**config.mk**
```make
export PLATFORM = sky130hd
export DESIGN_NAME = sargam_sequencer
export DESIGN_NICKNAME = d
export VERILOG_FILES = /design/src/rtl/sargam_pkg.sv /design/src/rtl/sargam_beat_timer.sv /design/src/rtl/sargam_sequencer.sv
export SDC_FILE = /design/constraint.sdc
export NUM_CORES = 1
export LEC_CHECK = 0
export CAP_MARGIN = 20
export CORE_ASPECT_RATIO = 0.7
export CORE_MARGIN = 2
export CORE_UTILIZATION = 53
export CTS_CLUSTER_DIAMETER = 100
export CTS_CLUSTER_SIZE = 10
export DETAILED_ROUTE_END_ITERATION = 12
export GPL_TIMING_DRIVEN = 0
export PLACE_DENSITY_LB_ADDON = 0.08
export SYNTH_ARGS = -nofsm -noshare
export SYNTH_HDL_FRONTEND = slang
export SYNTH_SLANG_ARGS = --single-unit
```
**constraint.sdc**
```tcl
create_clock -name clk -period 2.82 [get_ports clk]
set_input_delay 0.564 -clock clk [delete_from_list [all_inputs] [get_ports clk]]
set_output_delay 0.564 -clock clk [all_outputs]
set_load 0.01 [all_outputs]
```
**src/rtl/sargam_pkg.sv**
```systemverilog
// rtl/sargam_pkg.sv - shared types and constants for the sargam tone sequencer
//
// Purpose: note encoding, sequencer state enum, melody step entry and table
// types, the default melody, the tone generator half-period constants and
// the manual-button priority helper.
// Ports: none (package).

package sargam_pkg;

  // Clock the half-period constants are derived for.
  localparam int unsigned CLK_HZ = 50_000_000;

  // Note encoding shared with the tone generator datapath.
  localparam logic [2:0] SA   = 3'd0;
  localparam logic [2:0] RE   = 3'd1;
  localparam logic [2:0] GA   = 3'd2;
  localparam logic [2:0] MA   = 3'd3;
  localparam logic [2:0] PA   = 3'd4;
  localparam logic [2:0] DHA  = 3'd5;
  localparam logic [2:0] NI   = 3'd6;
  localparam logic [2:0] REST = 3'd7;

  typedef enum logic [1:0] {
    IDLE   = 2'd0,
    PLAY   = 2'd1,
    GAP    = 2'd2,
    MANUAL = 2'd3
  } state_t;

  // One melody step; beats = 0 plays as a single beat.
  typedef struct packed {
    logic [2:0] note;
    logic [2:0] beats;
  } step_t;

  localparam int MAX_STEPS = 16;
  typedef step_t [MAX_STEPS-1:0] table_t;

  function automatic step_t mk_step(input logic [2:0] n, input logic [2:0] b);
    step_t s;
    s.note  = n;
    s.beats = b;
    return s;
  endfunction

  // Ascending Sa..Ni, Sa held for two beats, descending Ni..Sa, closing rest.
  // Element 0 is the rightmost term of the concatenation.
  localparam table_t DEFAULT_TABLE = {
    mk_step(REST, 3'd1), mk_step(SA, 3'd1), mk_step(RE, 3'd1), mk_step(GA, 3'd1),
    mk_step(MA, 3'd1),   mk_step(PA, 3'd1), mk_step(DHA, 3'd1), mk_step(NI, 3'd1),
    mk_step(SA, 3'd2),   mk_step(NI, 3'd1), mk_step(DHA, 3'd1), mk_step(PA, 3'd1),
    mk_step(MA, 3'd1),   mk_step(GA, 3'd1), mk_step(RE, 3'd1), mk_step(SA, 3'd1)
  };

  // Half-period in clk cycles for each note (Sa at roughly 262 Hz).
  localparam int unsigned HALF_SA  = CLK_HZ / (2 * 262);
  localparam int unsigned HALF_RE  = CLK_HZ / (2 * 294);
  localparam int unsigned HALF_GA  = CLK_HZ / (2 * 330);
  localparam int unsigned HALF_MA  = CLK_HZ / (2 * 349);
  localparam int unsigned HALF_PA  = CLK_HZ / (2 * 392);
  localparam int unsigned HALF_DHA = CLK_HZ / (2 * 440);
  localparam int unsigned HALF_NI  = CLK_HZ / (2 * 494);

  // Lowest set button wins; REST when no button is pressed.
  function automatic logic [2:0] lowest_btn(input logic [6:0] b);
    logic [2:0] idx;
    idx = REST;
    for (int i = 6; i >= 0; i--) begin
      if (b[i]) idx = 3'(i);
    end
    return idx;
  endfunction

endpackage

```
**src/rtl/sargam_beat_timer.sv**
```systemverilog
// rtl/sargam_beat_timer.sv - loadable down-counter shared by beat and gap timing
//
// Purpose: counts down once per cycle while not frozen, stopping at zero.
// Ports:
//   clk, rst_n   clock, synchronous active-low reset
//   load         load load_val this cycle (overrides freeze)
//   load_val     W-bit reload value
//   freeze       hold the current count
//   tc           count is 1, i.e. this is the last cycle of the interval

module sargam_beat_timer #(
  parameter int W = 8
) (
  input  logic         clk,
  input  logic         rst_n,
  input  logic         load,
  input  logic [W-1:0] load_val,
  input  logic         freeze,
  output logic         tc
);

  logic [W-1:0] count_q;

  always_ff @(posedge clk) begin
    if (!rst_n) begin
      count_q <= '0;
    end else if (load) begin
      count_q <= load_val;
    end else if (!freeze && count_q != '0) begin
      count_q <= count_q - W'(1);
    end
  end

  assign tc = (count_q == W'(1));

endmodule

```
**src/rtl/sargam_sequencer.sv**
```systemverilog
// rtl/sargam_sequencer.sv - melody sequencer and manual/autoplay arbiter for the tone generator
//
// Purpose: steps through SEQ_TABLE (note, beats), inserting GAP_CYC silent
// cycles after each step; manual buttons preempt autoplay, freezing timing.
// Build option: SARGAM_SEQ_LOOP_EN repeats the sequence until stop instead of
// ending with a done pulse.
// Ports:
//   clk, rst_n  clock, synchronous active-low reset
//   btn[6:0]    manual note buttons, bit 0 = Sa .. bit 6 = Ni
//   play        rising edge starts the sequence from IDLE
//   stop        aborts to IDLE
//   note_idx    0..6 = Sa..Ni, 7 = rest
//   note_on     tone generator enable
//   led[6:0]    one-hot of note_idx while note_on
//   busy        high in PLAY, GAP, MANUAL
//   done        one-cycle pulse at natural end of the sequence
//   step[3:0]   current table index

module sargam_sequencer
  import sargam_pkg::*;
#(
  parameter int     BEAT_CYC  = 12_500_000,
  parameter int     GAP_CYC   = 1_250_000,
  parameter int     SEQ_LEN   = 16,
  parameter table_t SEQ_TABLE = DEFAULT_TABLE
) (
  input  logic       clk,
  input  logic       rst_n,
  input  logic [6:0] btn,
  input  logic       play,
  input  logic       stop,
  output logic [2:0] note_idx,
  output logic       note_on,
  output logic [6:0] led,
  output logic       busy,
  output logic       done,
  output logic [3:0] step
);

  localparam int         CW   = $clog2(7 * BEAT_CYC + 1);
  localparam logic [3:0] LAST = 4'(SEQ_LEN - 1);

  function automatic logic [CW-1:0] beat_load(input step_t e);
    logic [2:0] b;
    b = (e.beats == 3'd0) ? 3'd1 : e.beats;
    return CW'(b) * CW'(BEAT_CYC);
  endfunction

  state_t        state_q, state_n, save_q, save_n;
  logic [3:0]    step_q, step_n, step_inc;
  logic [2:0]    idx_q, idx_n, win;
  logic          on_q, on_n, done_q, done_n, busy_q, play_q;
  logic [6:0]    led_q, led_n;
  logic          load, tc, freeze, btn_any, play_edge;
  logic [CW-1:0] load_val;
  step_t         entry;

  assign btn_any   = |btn;
  assign win       = lowest_btn(btn);
  assign play_edge = play & ~play_q;
  assign step_inc  = step_q + 4'd1;
  // The timer only runs while the sequence itself owns the tone generator.
  assign freeze    = !(state_q == PLAY || state_q == GAP);

  sargam_beat_timer #(.W(CW)) u_timer (
    .clk      (clk),
    .rst_n    (rst_n),
    .load     (load),
    .load_val (load_val),
    .freeze   (freeze),
    .tc       (tc)
  );

  always_comb begin
    state_n  = state_q;
    save_n   = save_q;
    step_n   = step_q;
    load     = 1'b0;
    load_val = '0;
    done_n   = 1'b0;
    idx_n    = REST;
    on_n     = 1'b0;
    entry    = SEQ_TABLE[0];

    // Sequence progression as if no button were pressed.
    unique case (state_q)
      IDLE: begin
        if (play_edge) begin
          state_n  = PLAY;
          step_n   = 4'd0;
          load     = 1'b1;
          load_val = beat_load(SEQ_TABLE[0]);
        end
      end
      PLAY: begin
        if (tc) begin
          state_n  = GAP;
          load     = 1'b1;
          load_val = CW'(GAP_CYC);
        end
      end
      GAP: begin
        if (tc) begin
          if (step_q == LAST) begin
`ifdef SARGAM_SEQ_LOOP_EN
            state_n  = PLAY;
            step_n   = 4'd0;
            load     = 1'b1;
            load_val = beat_load(SEQ_TABLE[0]);
`else
            state_n  = IDLE;
            step_n   = 4'd0;
            done_n   = 1'b1;
`endif
          end else begin
            state_n  = PLAY;
            step_n   = step_inc;
            load     = 1'b1;
            load_val = beat_load(SEQ_TABLE[step_inc]);
          end
        end
      end
      MANUAL: begin
        if (!btn_any) state_n = save_q;
      end
      default: state_n = IDLE;
    endcase

    // Preemption overlays the progression: the cycle that takes us into
    // MANUAL still counts, so autoplay time excludes exactly the manual window.
    if ((state_q == PLAY || state_q == GAP) && btn_any &&
        (state_n == PLAY || state_n == GAP)) begin
      save_n  = state_n;
      state_n = MANUAL;
    end

    if (stop) begin
      state_n  = IDLE;
      step_n   = 4'd0;
      load     = 1'b1;
      load_val = '0;
      done_n   = 1'b0;
    end

    // Outputs follow the next state so they are registered with it.
    unique case (state_n)
      IDLE: begin
        if (btn_any && !stop) begin
          idx_n = win;
          on_n  = 1'b1;
        end
      end
      PLAY: begin
        entry = SEQ_TABLE[step_n];
        idx_n = entry.note;
        on_n  = (entry.note != REST);
      end
      MANUAL: begin
        idx_n = win;
        on_n  = 1'b1;
      end
      default: begin
        idx_n = REST;
        on_n  = 1'b0;
      end
    endcase

    led_n = on_n ? (7'd1 << idx_n) : 7'd0;
  end

  always_ff @(posedge clk) begin
    if (!rst_n) begin
      state_q <= IDLE;
      save_q  <= IDLE;
      step_q  <= 4'd0;
      idx_q   <= REST;
      on_q    <= 1'b0;
      led_q   <= 7'd0;
      busy_q  <= 1'b0;
      done_q  <= 1'b0;
      play_q  <= 1'b0;
    end else begin
      state_q <= state_n;
      save_q  <= save_n;
      step_q  <= step_n;
      idx_q   <= idx_n;
      on_q    <= on_n;
      led_q   <= led_n;
      busy_q  <= (state_n != IDLE);
      done_q  <= done_n;
      play_q  <= play;
    end
  end

  assign note_idx = idx_q;
  assign note_on  = on_q;
  assign led      = led_q;
  assign busy     = busy_q;
  assign done     = done_q;
  assign step     = step_q;

endmodule

```
==> impl_metrics.ini <==
[synthesis]
yosys_warnings = 0
synth_edf_count = 0
yosysSeqAreaShare_pct = 29.86
syn_nets = 429
synth_async_sr_flop_share_pct = 0
syn_inst = 405
synthFlopType = dfxtp_1
ys_ff_latch = 49
synthesis.area_mm2 = 0.003286
synth.avg_cell_area_um2 = 8.113
synth_cell_types = 67

[layout]
fin_nets = 483
final_cell_area_mm2 = 0.004204
diodes = 0
drive_gt1_share_pct = 27.61
layout.cells.non_filler = 535
finish.utilization_pct = 71.96
synthToLayoutAreaGrowth_pct = 27.95

[die]
die_area_mm2 = 0.006855
pin_count = 28
die_w_um = 98.11
core_mm2 = 0.005842
rows = 23
fp.dieH_um = 69.88
start_util_pct = 56.24

[sta]
fin_ws_ns = -0.2299
final_hold_viol_count = 0
slew_viol_final = 0
max_freq_mhz = 327.9
fin_crit_ns = 3.050
tightest_slew_ns = 0.8333
rsz0062_at_grt = true
post-route-period-util_pct = 108.2
setup_viol_count_final = 9
max-slew-margin-rel_pct = 44.07
clock_skew_ns = 0.008015

[grt]
grt_usage_pct = 29.59
overflow = 0
grt_pass1_wl_um = 16440
grt_pass1_vias = 3175
grt_max_degree = 16
antenna_found_initial = 0

[critical_path]
critPathTopFamily = simple AND/OR/NAND/NOR gates
crit_buf_inv = 1
ff2ff_path_depth = 12
r2r_slack_ns = -0.23
startpoint = u_timer.count_q[23]
rr_endpoint = led[4]
slowest_delay_ns = 0.42
critical_path.slowest_cell = or3_4
r2r-start = u_timer.count_q[23]
crit_fanout = 5
cp-end-kind = flip-flop
cp.required_ns = 3.05
crit_end = led[4]
path_cells = nor4_4 -> nand4_2 -> or3_4 -> a21oi_4 -> o32a_4 -> inv_6 -> ha_4 -> o211a_1 -> a22oi_4 -> o32ai_4 -> o21a_4 -> nor4_2
critical_path_class = reg -> reg
cp-start-kind = flip-flop
arrival_ns = 3.28
cp.depth = 12

[clock_tree]
cts_tree = built
cts_max_level = 2
clk_latency_ns = 0.32
cts.sinks = 49
clk_pin_slew_worst_paths_ns = 0.10
cts_buffers = 5
clockBufferDepth = 2
hold_buffers = 0
root_buffer = clkbuf_8

[pwr]
pwr_density_cell_mw_per_mm2 = 462.1
leakagePower_uw = 0.001602
vdd_ir_drop_max_uv = 288.7

[drt]
wl_um = 10770
drtIter0Drc = 608
top_layer = met4
wl_met1_um = 4590
wl_met2_um = 4488
ant_nets = 0
wl_met3_um = 1316
drtPass1Iterations = 5
avgViaCountPerCell = 6.811
drc = 0
wl_per_cell_um = 20.13
dr_total_vias = 3644

[placement]
placed_area_mm2 = 0.003650
port_buffers = 27
numPlacedInstances = 507
dp_slack_ns = -0.5279
hpwl_um = 7009
place.gp.congestion = 0.9251

[worst_hold_path]
hp-class = reg -> reg
holdPathStages = 2

[status]
violations = setup timing
outcome = finished, violations left

[job]
drv_cap = 0
==> sequential cells by signal, indices dropped and copies added, names as in the netlist <==
signal,count
step,4
u_timer.count_q,27
state_q,2
busy,1
save_q,2
led,7
note_idx,3
note_on,1
done,1
play_q,1
==> timing repair <==
action / 4_1_cts / 5_1_grt
setup buffers: 13 / 9
setup endpoints to repair: 24 / 32
gates resized for setup: 41 / 33
pin swaps: 21 / 20
==> logic make-up (layout without fill, tap and decap cells) <==
logic type | count (synthesis) | after routing | share of synthesized area [%]
AO/OA/AOI/OAI | 135 | 135 | 29.25
XOR/XNOR | 6 | 6 | 1.599
adder cells (fa/ha/maj) | 13 | 13 | 4.951
buffers and inverters | 33 | 88 | 4.608
flip-flops | 49 | 49 | 29.86
multiplexers | 2 | 2 | 0.6093
AND/OR/NAND/NOR | 167 | 167 | 29.13
==> metrics by stage <==
| stage | total power (uW) | hold WS [ns] | setup TNS (ns) |
|---|---|---|---|
| final | 1943 | 0.5125 | -1.412 |
| after global routing | 2028 | 0.5400 | -1.988 |
| after CTS | 1854 | 0.4960 | -0.1372 |
| after detailed placement | 1372 | 0.4702 | -5.323 |
| after global placement | 1363 | 0.4714 | -5.053 |
| after floorplan | 1213 | 0.4462 | 0 |
==> Yosys cell counts (2+ instances only) <==
cell      number  area, um2
and3_1         5      31.28
nor4_4         3      63.81
clkbuf_8       2      27.53
nor3_1        22      110.1
nand4_1        3      18.77
and4_1         4      35.03
inv_1         18      67.56
or3_1          5      31.28
o21bai_1       2      15.01
a31oi_1       16      100.1
nor4_2         3      37.54
a41o_1         2      20.02
or4_1          2      15.01
xnor2_1        2      17.52
or3_4          3      33.78
o211a_1        4      40.04
nand4_2        2      25.02
a21oi_1       39      195.2
buf_2          3      15.01
clkbuf_1       8      30.03
a21o_2         3      26.28
nand2_1       38      142.6
ha_1          13      162.7
nor2b_1        4      25.02
and2_1         7      43.79
a21o_1         2      15.01
o211ai_1       4      30.03
o21ai_1        4      20.02
a311o_2        2      22.52
nand2_2        2      12.51
dfxtp_1       49      980.9
a211oi_1       3      22.52
nor2_1        37      138.9
mux2i_1        2      20.02
o31ai_1        2      15.01
a41oi_1        3      26.28
nand3_1        9      45.04
nor4_1         8      50.05
o221a_2       10      112.6
xor2_1         4      35.03
o21ai_0       25      125.1
==> metal layers <==
| layer | track usage, % | up-vias |
|---|---|---|
| met5 | 0 | - |
| met4 | 9.259 | 0 |
| met1 | 44.02 | 1671 |
| met3 | 7.407 | 49 |
| met2 | 41.70 | 285 |
| li1 | - | 1639 |
==> cell type report <==
| cell class | count | area, um2 |
|---|---|---|
| Multi-Input combinational cell | 323 | 2432 |
| Fill cell | 452 | 1638 |
| Sequential cell | 49 | 996.0 |
| Timing Repair Buffer | 49 | 439.2 |
| Tap cell | 75 | 93.84 |
| Buffer | 12 | 78.83 |
| Inverter | 19 | 76.32 |
| Clock buffer | 6 | 72.57 |
| Clock inverter | 2 | 15.01 |
==> report_power, final <==
| part | switching (uW) | internal, uW |
|---|---|---|
| sequential | 56.9 | 736 |
| clock | 261 | 176 |
| combinational | 428 | 285 |
| total | 746 | 1200 |
==> how the worst min path moves through the flow <==
stage          slack, ns             endpoint           startpoint
4_1_cts             0.50  u_timer.count_q[13]  u_timer.count_q[13]
5_1_grt             0.54            save_q[1]            save_q[1]
6_report            0.51            save_q[1]            save_q[1]
2_1_floorplan       0.45  u_timer.count_q[13]  u_timer.count_q[13]
3_3_place_gp        0.47  u_timer.count_q[13]  u_timer.count_q[13]
3_5_place_dp        0.47  u_timer.count_q[13]  u_timer.count_q[13]
==> layout by cell type (no fill, tap or decap), drive strengths merged, types with 3 or more instances in the layout <==
| master | count |
|---|---|
| clkdlybuf4s50 | 27 |
| o211ai | 4 |
| and3 | 5 |
| o221a | 10 |
| clkbuf | 15 |
| a41oi | 3 |
| nor4 | 14 |
| a21oi | 39 |
| inv | 18 |
| buf | 25 |
| dfxtp | 49 |
| and4 | 5 |
| and2 | 8 |
| nand2 | 40 |
| a21o | 5 |
| ha | 13 |
| nor3 | 24 |
| o21ai | 29 |
| a211oi | 4 |
| nand3 | 10 |
| or3 | 9 |
| nand4 | 5 |
| xor2 | 4 |
| nor2b | 4 |
| a31oi | 16 |
| o211a | 4 |
| nor2 | 37 |
==> worst reg2reg max path, cell delays in order, from the launching register on <==
cell,delay [ns]
dfxtp_4,0.37
nor4_4,0.41
nand4_2,0.23
or3_4,0.42
a21oi_4,0.17
o32a_4,0.24
inv_6,0.06
ha_4,0.15
o211a_1,0.13
a22oi_4,0.18
o32ai_4,0.14
o21a_4,0.24
nor4_2,0.24
(Power assumes the default switching activity.)
